**config.mk**
```make
export PLATFORM = sky130hd
export DESIGN_NAME = approx_add_err_monitor
export DESIGN_NICKNAME = d
export VERILOG_FILES = /design/src/rtl/approx_add_err_monitor.sv
export SDC_FILE = /design/constraint.sdc
export NUM_CORES = 1
export LEC_CHECK = 0
export CAP_MARGIN = 20
export CORE_AREA = 2 2 175 177
export DETAILED_ROUTE_END_ITERATION = 8
export DIE_AREA = 0 0 177 179
export HOLD_SLACK_MARGIN = 0.15
export PLACE_DENSITY = 0.63
export SYNTH_ARGS = -nofsm -noshare
export SYNTH_HDL_FRONTEND = slang
export SYNTH_SLANG_ARGS = --single-unit
```
**constraint.sdc**
```tcl
create_clock -name clk -period 2.2 [get_ports clk]
set_input_delay 0.44 -clock clk [delete_from_list [all_inputs] [get_ports clk]]
set_output_delay 0.44 -clock clk [all_outputs]
set_load 0.02 [all_outputs]
```
**src/rtl/approx_add_err_monitor.sv**
```systemverilog
`default_nettype none
// ============================================================================
// Module  : approx_add_err_monitor
// Brief   : Exact-vs-approximate adder error statistics over fixed-length runs.
//           Optional signed bias accumulator is built when ERR_BIAS_EN is defined.
// Revision: 1.0 - initial release
// ============================================================================
module approx_add_err_monitor #(
    parameter int WIDTH   = 8,
    parameter int SAMPLES = 256,
    parameter int CNT_W   = 32
) (
    input  logic                             clk,
    input  logic                             rst,
    input  logic                             start,
    input  logic                             in_valid,
    output logic                             in_ready,
    input  logic [WIDTH-1:0]                 op_a,
    input  logic [WIDTH-1:0]                 op_b,
    input  logic                             op_cin,
    input  logic [WIDTH:0]                   approx_res,
    output logic                             busy,
    output logic                             done,
    output logic [CNT_W-1:0]                 total_cnt,
    output logic [CNT_W-1:0]                 err_cnt,
    output logic [CNT_W+WIDTH:0]             ed_sum,
    output logic [WIDTH:0]                   max_ed,
    output logic signed [CNT_W+WIDTH+1:0]    bias_sum
);

    localparam int c_RW  = WIDTH + 1;
    localparam int c_ESW = CNT_W + WIDTH + 1;
    localparam int c_BSW = CNT_W + WIDTH + 2;
    localparam int c_AW  = $clog2(SAMPLES + 1);

    typedef enum logic [1:0] {
        S_IDLE  = 2'd0,
        S_RUN   = 2'd1,
        S_DRAIN = 2'd2,
        S_DONE  = 2'd3
    } state_t;

    state_t             r_state;
    state_t             w_state_nxt;
    logic [c_AW-1:0]    r_acc_cnt;
    logic               w_accept;
    logic               w_last;
    logic               w_start_run;

    logic               r_s1_vld;
    logic [c_RW-1:0]    r_s1_exact;
    logic [c_RW-1:0]    r_s1_approx;
    logic               r_s2_vld;
    logic [c_RW-1:0]    r_s2_ed;
    logic [c_RW-1:0]    w_exact;
    logic [c_RW-1:0]    w_ed;

    logic [CNT_W-1:0]   r_total;
    logic [CNT_W-1:0]   r_err;
    logic [c_ESW-1:0]   r_ed_sum;
    logic [c_RW-1:0]    r_max_ed;
    logic [c_ESW:0]     w_ed_sum_wide;

    assign w_accept    = in_valid && (r_state == S_RUN);
    assign w_last      = w_accept && (r_acc_cnt == c_AW'(SAMPLES - 1));
    assign w_start_run = start && ((r_state == S_IDLE) || (r_state == S_DONE));

    always_ff @(posedge clk) begin
        if (rst) begin
            r_state   <= S_IDLE;
            r_acc_cnt <= '0;
        end else begin
            r_state <= w_state_nxt;
            if (w_start_run)
                r_acc_cnt <= '0;
            else if (w_accept)
                r_acc_cnt <= r_acc_cnt + c_AW'(1);
        end
    end

    always_comb begin
        w_state_nxt = r_state;
        in_ready    = 1'b0;
        busy        = 1'b0;
        done        = 1'b0;
        case (r_state)
            S_IDLE: begin
                if (start)
                    w_state_nxt = S_RUN;
            end
            S_RUN: begin
                in_ready = 1'b1;
                busy     = 1'b1;
                if (w_last)
                    w_state_nxt = S_DRAIN;
            end
            S_DRAIN: begin
                busy = 1'b1;
                if (!r_s1_vld && !r_s2_vld)
                    w_state_nxt = S_DONE;
            end
            S_DONE: begin
                done = 1'b1;
                if (start)
                    w_state_nxt = S_RUN;
            end
            default: w_state_nxt = S_IDLE;
        endcase
    end

    // Exact reference sum is WIDTH+1 bits wide, so it can never overflow.
    assign w_exact = {1'b0, op_a} + {1'b0, op_b} + {{WIDTH{1'b0}}, op_cin};
    assign w_ed    = (r_s1_exact >= r_s1_approx) ? (r_s1_exact - r_s1_approx)
                                                 : (r_s1_approx - r_s1_exact);

    always_ff @(posedge clk) begin
        if (rst) begin
            r_s1_vld    <= 1'b0;
            r_s1_exact  <= '0;
            r_s1_approx <= '0;
            r_s2_vld    <= 1'b0;
            r_s2_ed     <= '0;
        end else begin
            r_s1_vld <= w_accept;
            if (w_accept) begin
                r_s1_exact  <= w_exact;
                r_s1_approx <= approx_res;
            end
            r_s2_vld <= r_s1_vld;
            if (r_s1_vld)
                r_s2_ed <= w_ed;
        end
    end

    assign w_ed_sum_wide = {1'b0, r_ed_sum} + (c_ESW + 1)'(r_s2_ed);

    always_ff @(posedge clk) begin
        if (rst || w_start_run) begin
            r_total  <= '0;
            r_err    <= '0;
            r_ed_sum <= '0;
            r_max_ed <= '0;
        end else if (r_s2_vld) begin
            if (r_total != '1)
                r_total <= r_total + CNT_W'(1);
            if ((r_s2_ed != '0) && (r_err != '1))
                r_err <= r_err + CNT_W'(1);
            r_ed_sum <= w_ed_sum_wide[c_ESW] ? '1 : w_ed_sum_wide[c_ESW-1:0];
            if (r_s2_ed > r_max_ed)
                r_max_ed <= r_s2_ed;
        end
    end

    assign total_cnt = r_total;
    assign err_cnt   = r_err;
    assign ed_sum    = r_ed_sum;
    assign max_ed    = r_max_ed;

`ifdef ERR_BIAS_EN
    localparam logic [c_BSW-1:0] c_BIAS_MAX = {1'b0, {(c_BSW-1){1'b1}}};
    localparam logic [c_BSW-1:0] c_BIAS_MIN = {1'b1, {(c_BSW-1){1'b0}}};

    logic [c_RW:0]    r_s2_diff;
    logic [c_BSW-1:0] r_bias_sum;
    logic [c_BSW:0]   w_bias_wide;

    // One guard bit above the accumulator; disagreeing top bits mean overflow.
    assign w_bias_wide = {r_bias_sum[c_BSW-1], r_bias_sum}
                       + {{(c_BSW-c_RW){r_s2_diff[c_RW]}}, r_s2_diff};

    always_ff @(posedge clk) begin
        if (rst) begin
            r_s2_diff  <= '0;
            r_bias_sum <= '0;
        end else begin
            if (r_s1_vld)
                r_s2_diff <= {1'b0, r_s1_approx} - {1'b0, r_s1_exact};
            if (w_start_run)
                r_bias_sum <= '0;
            else if (r_s2_vld) begin
                if (w_bias_wide[c_BSW] != w_bias_wide[c_BSW-1])
                    r_bias_sum <= w_bias_wide[c_BSW] ? c_BIAS_MIN : c_BIAS_MAX;
                else
                    r_bias_sum <= w_bias_wide[c_BSW-1:0];
            end
        end
    end

    assign bias_sum = $signed(r_bias_sum);
`else
    assign bias_sum = '0;
`endif

endmodule
`default_nettype wire

```
==> metrics.md, run 1 <==
| Metric | Value |
|---|---|
| Post-Route WL | between 20000 and 25000 um |
| Sequential area share after synthesis | 36.0% |
| WL per Instance | roughly 14 um |
| Switching share of power | 33.7% |
| Synthesis-to-layout area growth | 45.1% |
| Routed vias | ~8000 |
| Clock Sinks | 154 |
| Nets | 1364 |
| Pwr/cell area | between 700 and 800 nW/um2 |
| Drt pass-1 iters | 4 |
| CP Buf/Inv Count | 2 |
| Yosys reg bits | 154 |
| Setup TNS | -35.7 ps |
| Die Footprint | ~32000 um2 |
| Critical-path cell list | buf_6 > inv_4 > ha_4 > a21o_1 > a21o_1 > a211oi_4 > o21ai_4 > mux2_4 > a2111o_1 > nand3_1 |
| Final setup margin | -24.0 ps |
| Die W | 177 um |
| Final Cell Area | 12400 um2 |
| Initial antenna violation count | 0 |
| Register clock-pin slew on the reported worst setup and hold paths | approximately 70 ps |
| Clk root buf | clkbuf_16 |
| Post-Syn Instances | 1011 |
| Synth area leader | dfxtp_1 |
| CTS tree | done |
| Placed cells | 1642 |
| Status | finished with violations |
| Overflow after GRT | 0 |
| Share of layout cells above drive strength 1 | 22.4% |
| CP Max Fanout | 4 |
| Area taken by flip-flops and latches | 3120 um2 |
| CP peak stage delay | 390 ps |
| Netlist cell types | 69 |
| Final min period | roughly 2200 ps |
| Post-synth EDFFs | 0 |
| DRC | 0 |
| Mapped Area | 8570 um2 |
| Cell family with most CP delay | compound AO/OA/AOI/OAI gates |
| Rows | 64 |
| Endpoint class of the critical path | flop |
| Async SR Flop Fraction | 0% |
| I/O Buffers | 146 |
| Layout Utilization | 41.4% |
| Via density | between 4 and 5 |
| Hold Crit Class | reg -> reg |
| Overall routing resource usage | 14.8% |
| Detailed placement HPWL | roughly 17000 um |
| Syn_area_per_cell | 8.47 um2 |
| Ys Warns | 0 |
| Max Slew Vio Count | 0 |
| CTS Buffer Depth | 2 |
| Critical path type | reg -> reg |
| Worst EP required | ~2600 ps |
| Upper clock frequency limit | 450 MHz |
| H-tree Lvls | 4 |
| Final Setup Violations | 2 |
| Worst vdd ir | 0.000483 V |
| Final Wtd Congestion | roughly 0.84 |
| Drt initial violations | 342 |
| Main synth FF type | dfxtp_1 |
| Yosys top cell area share | 36.0% |
| Ranking of synthesized cells by area | dfxtp_1 (36%), ha_1 (7.3%), xor2_1 (6.0%) |
| Placed Area | around 11000 um2 |
| Cell internal pwr | 5.82 mW |
| Area of the multi-input gates | approximately 5400 um2 |
| Slowest stage cell, crit path | a2111o_1 |
| Vias in the first global route | around 7300 |
| Critical Path Stages | 10 |
| Startpoint types | flop |
| Clock power frac | 34.7% |
| R2R cell count | 10 |
| Antenna Cells | 0 |
| Reg power frac | 34.2% |
| NetSw | 2.95 mW |
| Worst hold path depth | 2 |
| Final cycle utilization of the critical path | 101% |
| Max Cap Viol | 0 |
| Die Ht | 179 um |
| Final ANT Viol Nets | 0 |
| Final Hold Fails | 0 |
| Fill cell count | 2970 |
| Violated checks | negative setup slack |
| Worst-Skew Late Latency | 440 ps |
| Post-Layout Cell Count | 1688 |
| Final hold slack | ~470 ps |
| Clock Skew | roughly 13 ps |
| Cell mode on critical path | a21o_1 |
| Lkg Pwr | 4.73 nW |
| Global-route wire length before repair | 37700 um |
| Data arrival, critical path | 2600 ps |
| Starting density of the core | 28.5% |
| Io pins | roughly 190 |
| Maximum number of pins on one net before global-route repair | 37 |
| Core ar. | ~30000 um2 |
| Num CTS Buffers | 17 |
| RSZ-0062 raised after global routing | true |
| Comb pwr share | 31.1% |
## per-stage QoR
step	total power, mW	worst slack (ps)
after global placement	5.46	-639
after floorplan	4.74	-57.9
after CTS	8.65	-8.23
final	8.77	-24.0
after detailed placement	5.51	-702
after global routing	9.27	-102
## logic make-up after synthesis
logic type               Yosys count  synth area share [%]
AO/OA/AOI/OAI                    177                  13.8
XOR/XNOR                          97                  9.92
adder cells (fa/ha/maj)           55                  8.47
buffers and inverters            126                  7.45
flip-flops                       154                  36.0
multiplexers                      19                  2.23
other                              1                0.0438
AND/OR/NAND/NOR                  382                  22.1
## final cells by class
type                            instances  area share [%]
Clock inverter                         15            1.41
Inverter                               46            1.41
Multi-Input combinational cell        773            43.8
Tap cell                              396            3.99
Sequential cell                       154            25.1
Timing Repair Buffer                  287            20.9
Clock buffer                           17            3.42
## power by group through the flow
| stage | Clock, mW | Sequential, mW | Combinational [mW] |
|---|---|---|---|
| global placement | 0 | 3.04 | 2.42 |
| global route | 3.24 | 3.02 | 3.01 |
| floorplan | 0 | 3.04 | 1.70 |
| detailed placement | 0 | 3.05 | 2.46 |
| finish | 3.04 | 3.00 | 2.73 |
| CTS | 3.14 | 3.00 | 2.51 |
## metal layers
layer,track usage (%),wire [um]
met1,19.5,11200
met2,24.4,11400
met3,3.31,1050
met4,4.03,252
met5,0,0
## cells in the final DEF (no fill, tap or decap), types with 9 or more instances in the layout
| cell type | count |
|---|---|
| clkdlybuf4s50_1 | 141 |
| buf_4 | 132 |
| dfxtp_1 | 129 |
| nor2_1 | 113 |
| nand2_1 | 77 |
| a21oi_1 | 64 |
| xor2_1 | 59 |
| inv_1 | 42 |
| conb_1 | 42 |
| nand3_1 | 38 |
| ha_1 | 38 |
| xnor2_1 | 37 |
| nand4_1 | 33 |
| dfxtp_2 | 23 |
| nor3_1 | 22 |
| and3_1 | 20 |
| o21ai_0 | 18 |
| clkbuf_16 | 17 |
| and4_1 | 16 |
| mux2i_1 | 15 |
| ha_4 | 11 |
| a211oi_1 | 9 |
| o221a_2 | 9 |
| or3_1 | 9 |
## cells in the mapped netlist (6+ instances only)
cell type    n
o21ai_0     24
nor3_1      26
o21a_1       6
nand4_1     33
a31oi_1      7
mux2i_1     18
buf_2        6
ha_1        50
nor2b_1      8
xor2_1      59
and4_1      16
clkbuf_1    29
a21oi_1     71
and3_1      20
inv_1       46
or3_1       10
xnor2_1     38
and2_1       9
nand2_1     80
o221a_2      9
nor2_1     119
buf_4       42
a21o_1       8
a211oi_1    12
dfxtp_1    154
nand3_1     40
## worst min-delay path, cell delays in order (launching register included)
cell,delay (ps)
dfxtp_2,330
nand2_1,50
a21oi_1,50
## state kept, by name (all words and copies together), names as in the netlist
| register | flops |
|---|---|
| ed_sum | 41 |
| err_cnt | 32 |
| max_ed | 9 |
| r_acc_cnt | 9 |
| r_s1_approx | 9 |
| r_s1_exact | 9 |
| r_s1_vld | 1 |
| r_s2_ed | 9 |
| r_s2_vld | 1 |
| r_state | 2 |
| total_cnt | 32 |
## final timing paths
path / startpoint / to / slack [ps]
hold reg to reg: r_s1_exact[0] / r_s1_exact[0] / 470
setup / recovery: r_s1_approx[4] / r_s2_ed[5] / -20
setup reg to reg: r_s1_approx[4] / r_s2_ed[5] / -20
hold / removal: r_s1_exact[0] / r_s1_exact[0] / 470
## repair_timing
action                     4_1_cts  5_1_grt
pin swaps                       21       34
resized for setup               40       69
cloned                           1        0
hold buffers                     0        0
buffers inserted                 5        8
setup endpoints to repair       51       89
Power figures use the tool's default switching activity.
==> inputs of run 2 (changes only) <==
Settings changed: CAP_MARGIN 20 to default.
==> results of run 2 <==
Same layout as run 1: the final DEF is identical, and so are final timing and power.
==> inputs of run 3 (changes only) <==
--- a/config.mk
+++ b/config.mk
@@ -7,4 +7,5 @@
 export LEC_CHECK = 0
 export CORE_AREA = 2 2 175 177
+export CTS_CLUSTER_SIZE = 12
 export DETAILED_ROUTE_END_ITERATION = 8
 export DIE_AREA = 0 0 177 179
==> constraint.sdc (replaced) <==
create_clock -name clk -period 2.2 [get_ports clk]
set_input_delay 0.44 -clock clk [delete_from_list [all_inputs] [get_ports clk]]
set_output_delay 0.44 -clock clk [all_outputs]
set_load 0.01 [all_outputs]
==> run 3 against run 2 <==
The flow still finishes with violations (negative setup slack). Final cell count is 0.83% higher. Setup slack got worse by 43 ps. First-iteration DRC count rose by 13%. Critical path type unchanged.
==> metrics.md, run 3 (synthesis results as in run 1) <==
| Metric | Value |
|---|---|
| Status | finished with violations (unchanged) |
| Violated checks | negative setup slack (unchanged) |
| R2R cell count | 10 (unchanged) |
| Core ar. | 30000 um2 (unchanged) |
| Initial antenna violation count | 0 (unchanged) |
| Power Total | 8.87 mW (was 8.77 mW) |
| Via density | 4.74 (was 4.71) |
| Max Cap Viol | 0 (unchanged) |
| Num CTS Buffers | 17 (unchanged) |
| WL per Instance | 13.9 um (was 14.2 um) |
| Starting density of the core | 28.5% (unchanged) |
| Die Footprint | 31700 um2 (unchanged) |
| Post-Route WL | 23700 um (was 23900 um) |
| Final Setup Violations | 1 (was 2) |
| CTS Buffer Depth | 2 (unchanged) |
| Layout Utilization | 42.2% (was 41.4%) |
| Drt pass-1 iters | 5 (was 4) |
| Overflow after GRT | 0 (unchanged) |
| Upper clock frequency limit | 441 MHz (was 450 MHz) |
| Antenna Cells | 0 (unchanged) |
| RR Endpoint | r_s2_ed[5] (unchanged) |
| Share of layout cells above drive strength 1 | 23.4% (was 22.4%) |
| Critical path type | reg -> reg (unchanged) |
| Hold Crit Class | reg -> reg (unchanged) |
| Nets | 1379 (was 1364) |
| Max reg flops | 41 (unchanged) |
| Endpoint class of the critical path | flop (unchanged) |
| Vias in the first global route | 7346 (was 7333) |
| Die W | 177 um (unchanged) |
| Worst EP required | 2570 ps (was 2580 ps) |
| Data arrival, critical path | 2630 ps (was 2600 ps) |
| H-tree Lvls | 4 (unchanged) |
| CP Max Fanout | 4 (unchanged) |
| Placed Area | 11400 um2 (was 11300 um2) |
| Routed vias | 8074 (was 7950) |
| CTS tree | done (unchanged) |
| Drt initial violations | 386 (was 342) |
| Min-delay src | r_s1_approx[8] (was r_s1_exact[0]) |
| Max Slew Vio Count | 0 (unchanged) |
| Final Hold Fails | 0 (unchanged) |
| Most frequent cells in the layout | clkdlybuf4s50_1 (142), buf_4 (141), dfxtp_1 (132) (was clkdlybuf4s50_1 (141), buf_4 (132), dfxtp_1 (129)) |
| I/O Buffers | 146 (unchanged) |
| Register clock-pin slew on the reported worst setup and hold paths | 60 ps (was 70 ps) |
| DRC | 0 (unchanged) |
| Final Wtd Congestion | 0.855 (was 0.836) |
| Maximum number of pins on one net before global-route repair | 39 (was 37) |
| Relative slew slack | about three fifths |
| Final ANT Viol Nets | 0 (unchanged) |
| Final setup margin | -66.7 ps (was -24.0 ps) |
| Worst hold path depth | 2 (unchanged) |
| Worst-Skew Late Latency | 430 ps (was 440 ps) |
| Clk root buf | clkbuf_16 (unchanged) |
| Final Cell Area | 12700 um2 (was 12400 um2) |
| Dpl ws | -746 ps (was -702 ps) |
| Lkg Pwr | 4.82 nW (was 4.73 nW) |
| RSZ-0062 raised after global routing | true (unchanged) |
| Synthesis-to-layout area growth | 47.8% (was 45.1%) |
| Worst vdd ir | 0.000551 V (was 0.000483 V) |
| Setup TNS | -66.7 ps (was -35.7 ps) |
| Worst-margin pin slew | 572 ps |
| Global-route wire length before repair | 37200 um (was 37700 um) |
| Detailed placement HPWL | 17200 um (was 17400 um) |
| Worst R2R Start | r_s1_approx[4] (unchanged) |
| Final cycle utilization of the critical path | 103% (was 101%) |
| R2r setup slk | -70 ps (was -20 ps) |
| Io pins | 189 (unchanged) |
| Overall routing resource usage | 14.4% (was 14.8%) |
| Commonest non-fill, non-tap cell in the layout | clkdlybuf4s50_1 (unchanged) |
| Die Ht | 179 um (unchanged) |
| Clock Skew | 15.4 ps (was 12.5 ps) |
| Clock Sinks | 154 (unchanged) |
| Pwr/cell area | 701 nW/um2 (was 706 nW/um2) |
| Final min period | 2270 ps (was 2220 ps) |
| Hold Path End | r_s1_approx[8] (was r_s1_exact[0]) |
| Rows | 64 (unchanged) |
| Startpoint types | flop (unchanged) |
[run 3: cell types whose count changed in the layout (fill, tap and decap cells not counted), sizes merged, moves of 2 or more]
cell	change
bufinv	+2
clkbuf	+2
inv	-6
dlymetal6s2s	-2
buf	+16
dlygate4sd2	+2
[run 3: critical path: stages, from the launching register on]
cell      delay [ps]
dfxtp_2          360
buf_6            110
inv_4             30
ha_4             140
a21o_1           160
a21o_1           220
a211oi_4         300
o21ai_4          130
mux2_4           330
a2111o_1         350
nand3_1           80
[run 3: layout make-up]
type / instances / area, um2
Clock inverter: 12 / 164
Multi-Input combinational cell: 772 / 5490
Sequential cell: 154 / 3120
Clock buffer: 19 / 443
Tap cell: 396 / 495
Inverter: 46 / 178
Timing Repair Buffer: 303 / 2770
Fill cell: 2913 / 17400
[run 3: per-stage QoR]
step / std cells / hold slack, ps
5_1_grt: 1702 / 492
3_5_place_dp: 1651 / 450
4_1_cts: 1687 / 459
6_report: 1702 / 456
3_3_place_gp: 1651 / 450
2_1_floorplan: 1052 / 436
[run 3: worst max path at each step]
| stage | startpoint | endpoint | slack [ps] | depth (start not counted) |
|---|---|---|---|---|
| 6_report | r_s1_approx[4] | r_s2_ed[5] | -70 | 10 |
| 3_5_place_dp | op_a[0] | r_s1_exact[8] | -750 | 11 |
| 2_1_floorplan | r_s1_exact[4] | r_s2_ed[5] | -60 | 10 |
| 4_1_cts | r_s2_ed[0] | ed_sum[28] | -100 | 8 |
| 3_3_place_gp | op_a[0] | r_s1_exact[8] | -660 | 11 |
| 5_1_grt | r_s1_approx[4] | r_s2_ed[5] | -160 | 10 |
[run 3: timing repair]
item,4_1_cts,5_1_grt
endpoints found under the setup margin,53,95
setup buffers,6,15
hold endpoints to repair,0,0
gates resized for setup,45,84
pin swaps,36,43
hold buffers,0,0
[run 3: report_power, final]
group	internal, mW	leakage, nW	switching [mW]
sequential	2.90	1.25	0.117
combinational	1.36	3.27	1.39
clock	1.83	0.295	1.27
total	6.09	4.82	2.79
[run 3: per-layer routing]
metal	part of all wire, %	track usage (%)
met5	0	0
met4	1.4	4.65
met3	4.4	3.12
met2	48	24.0
met1	47	18.6
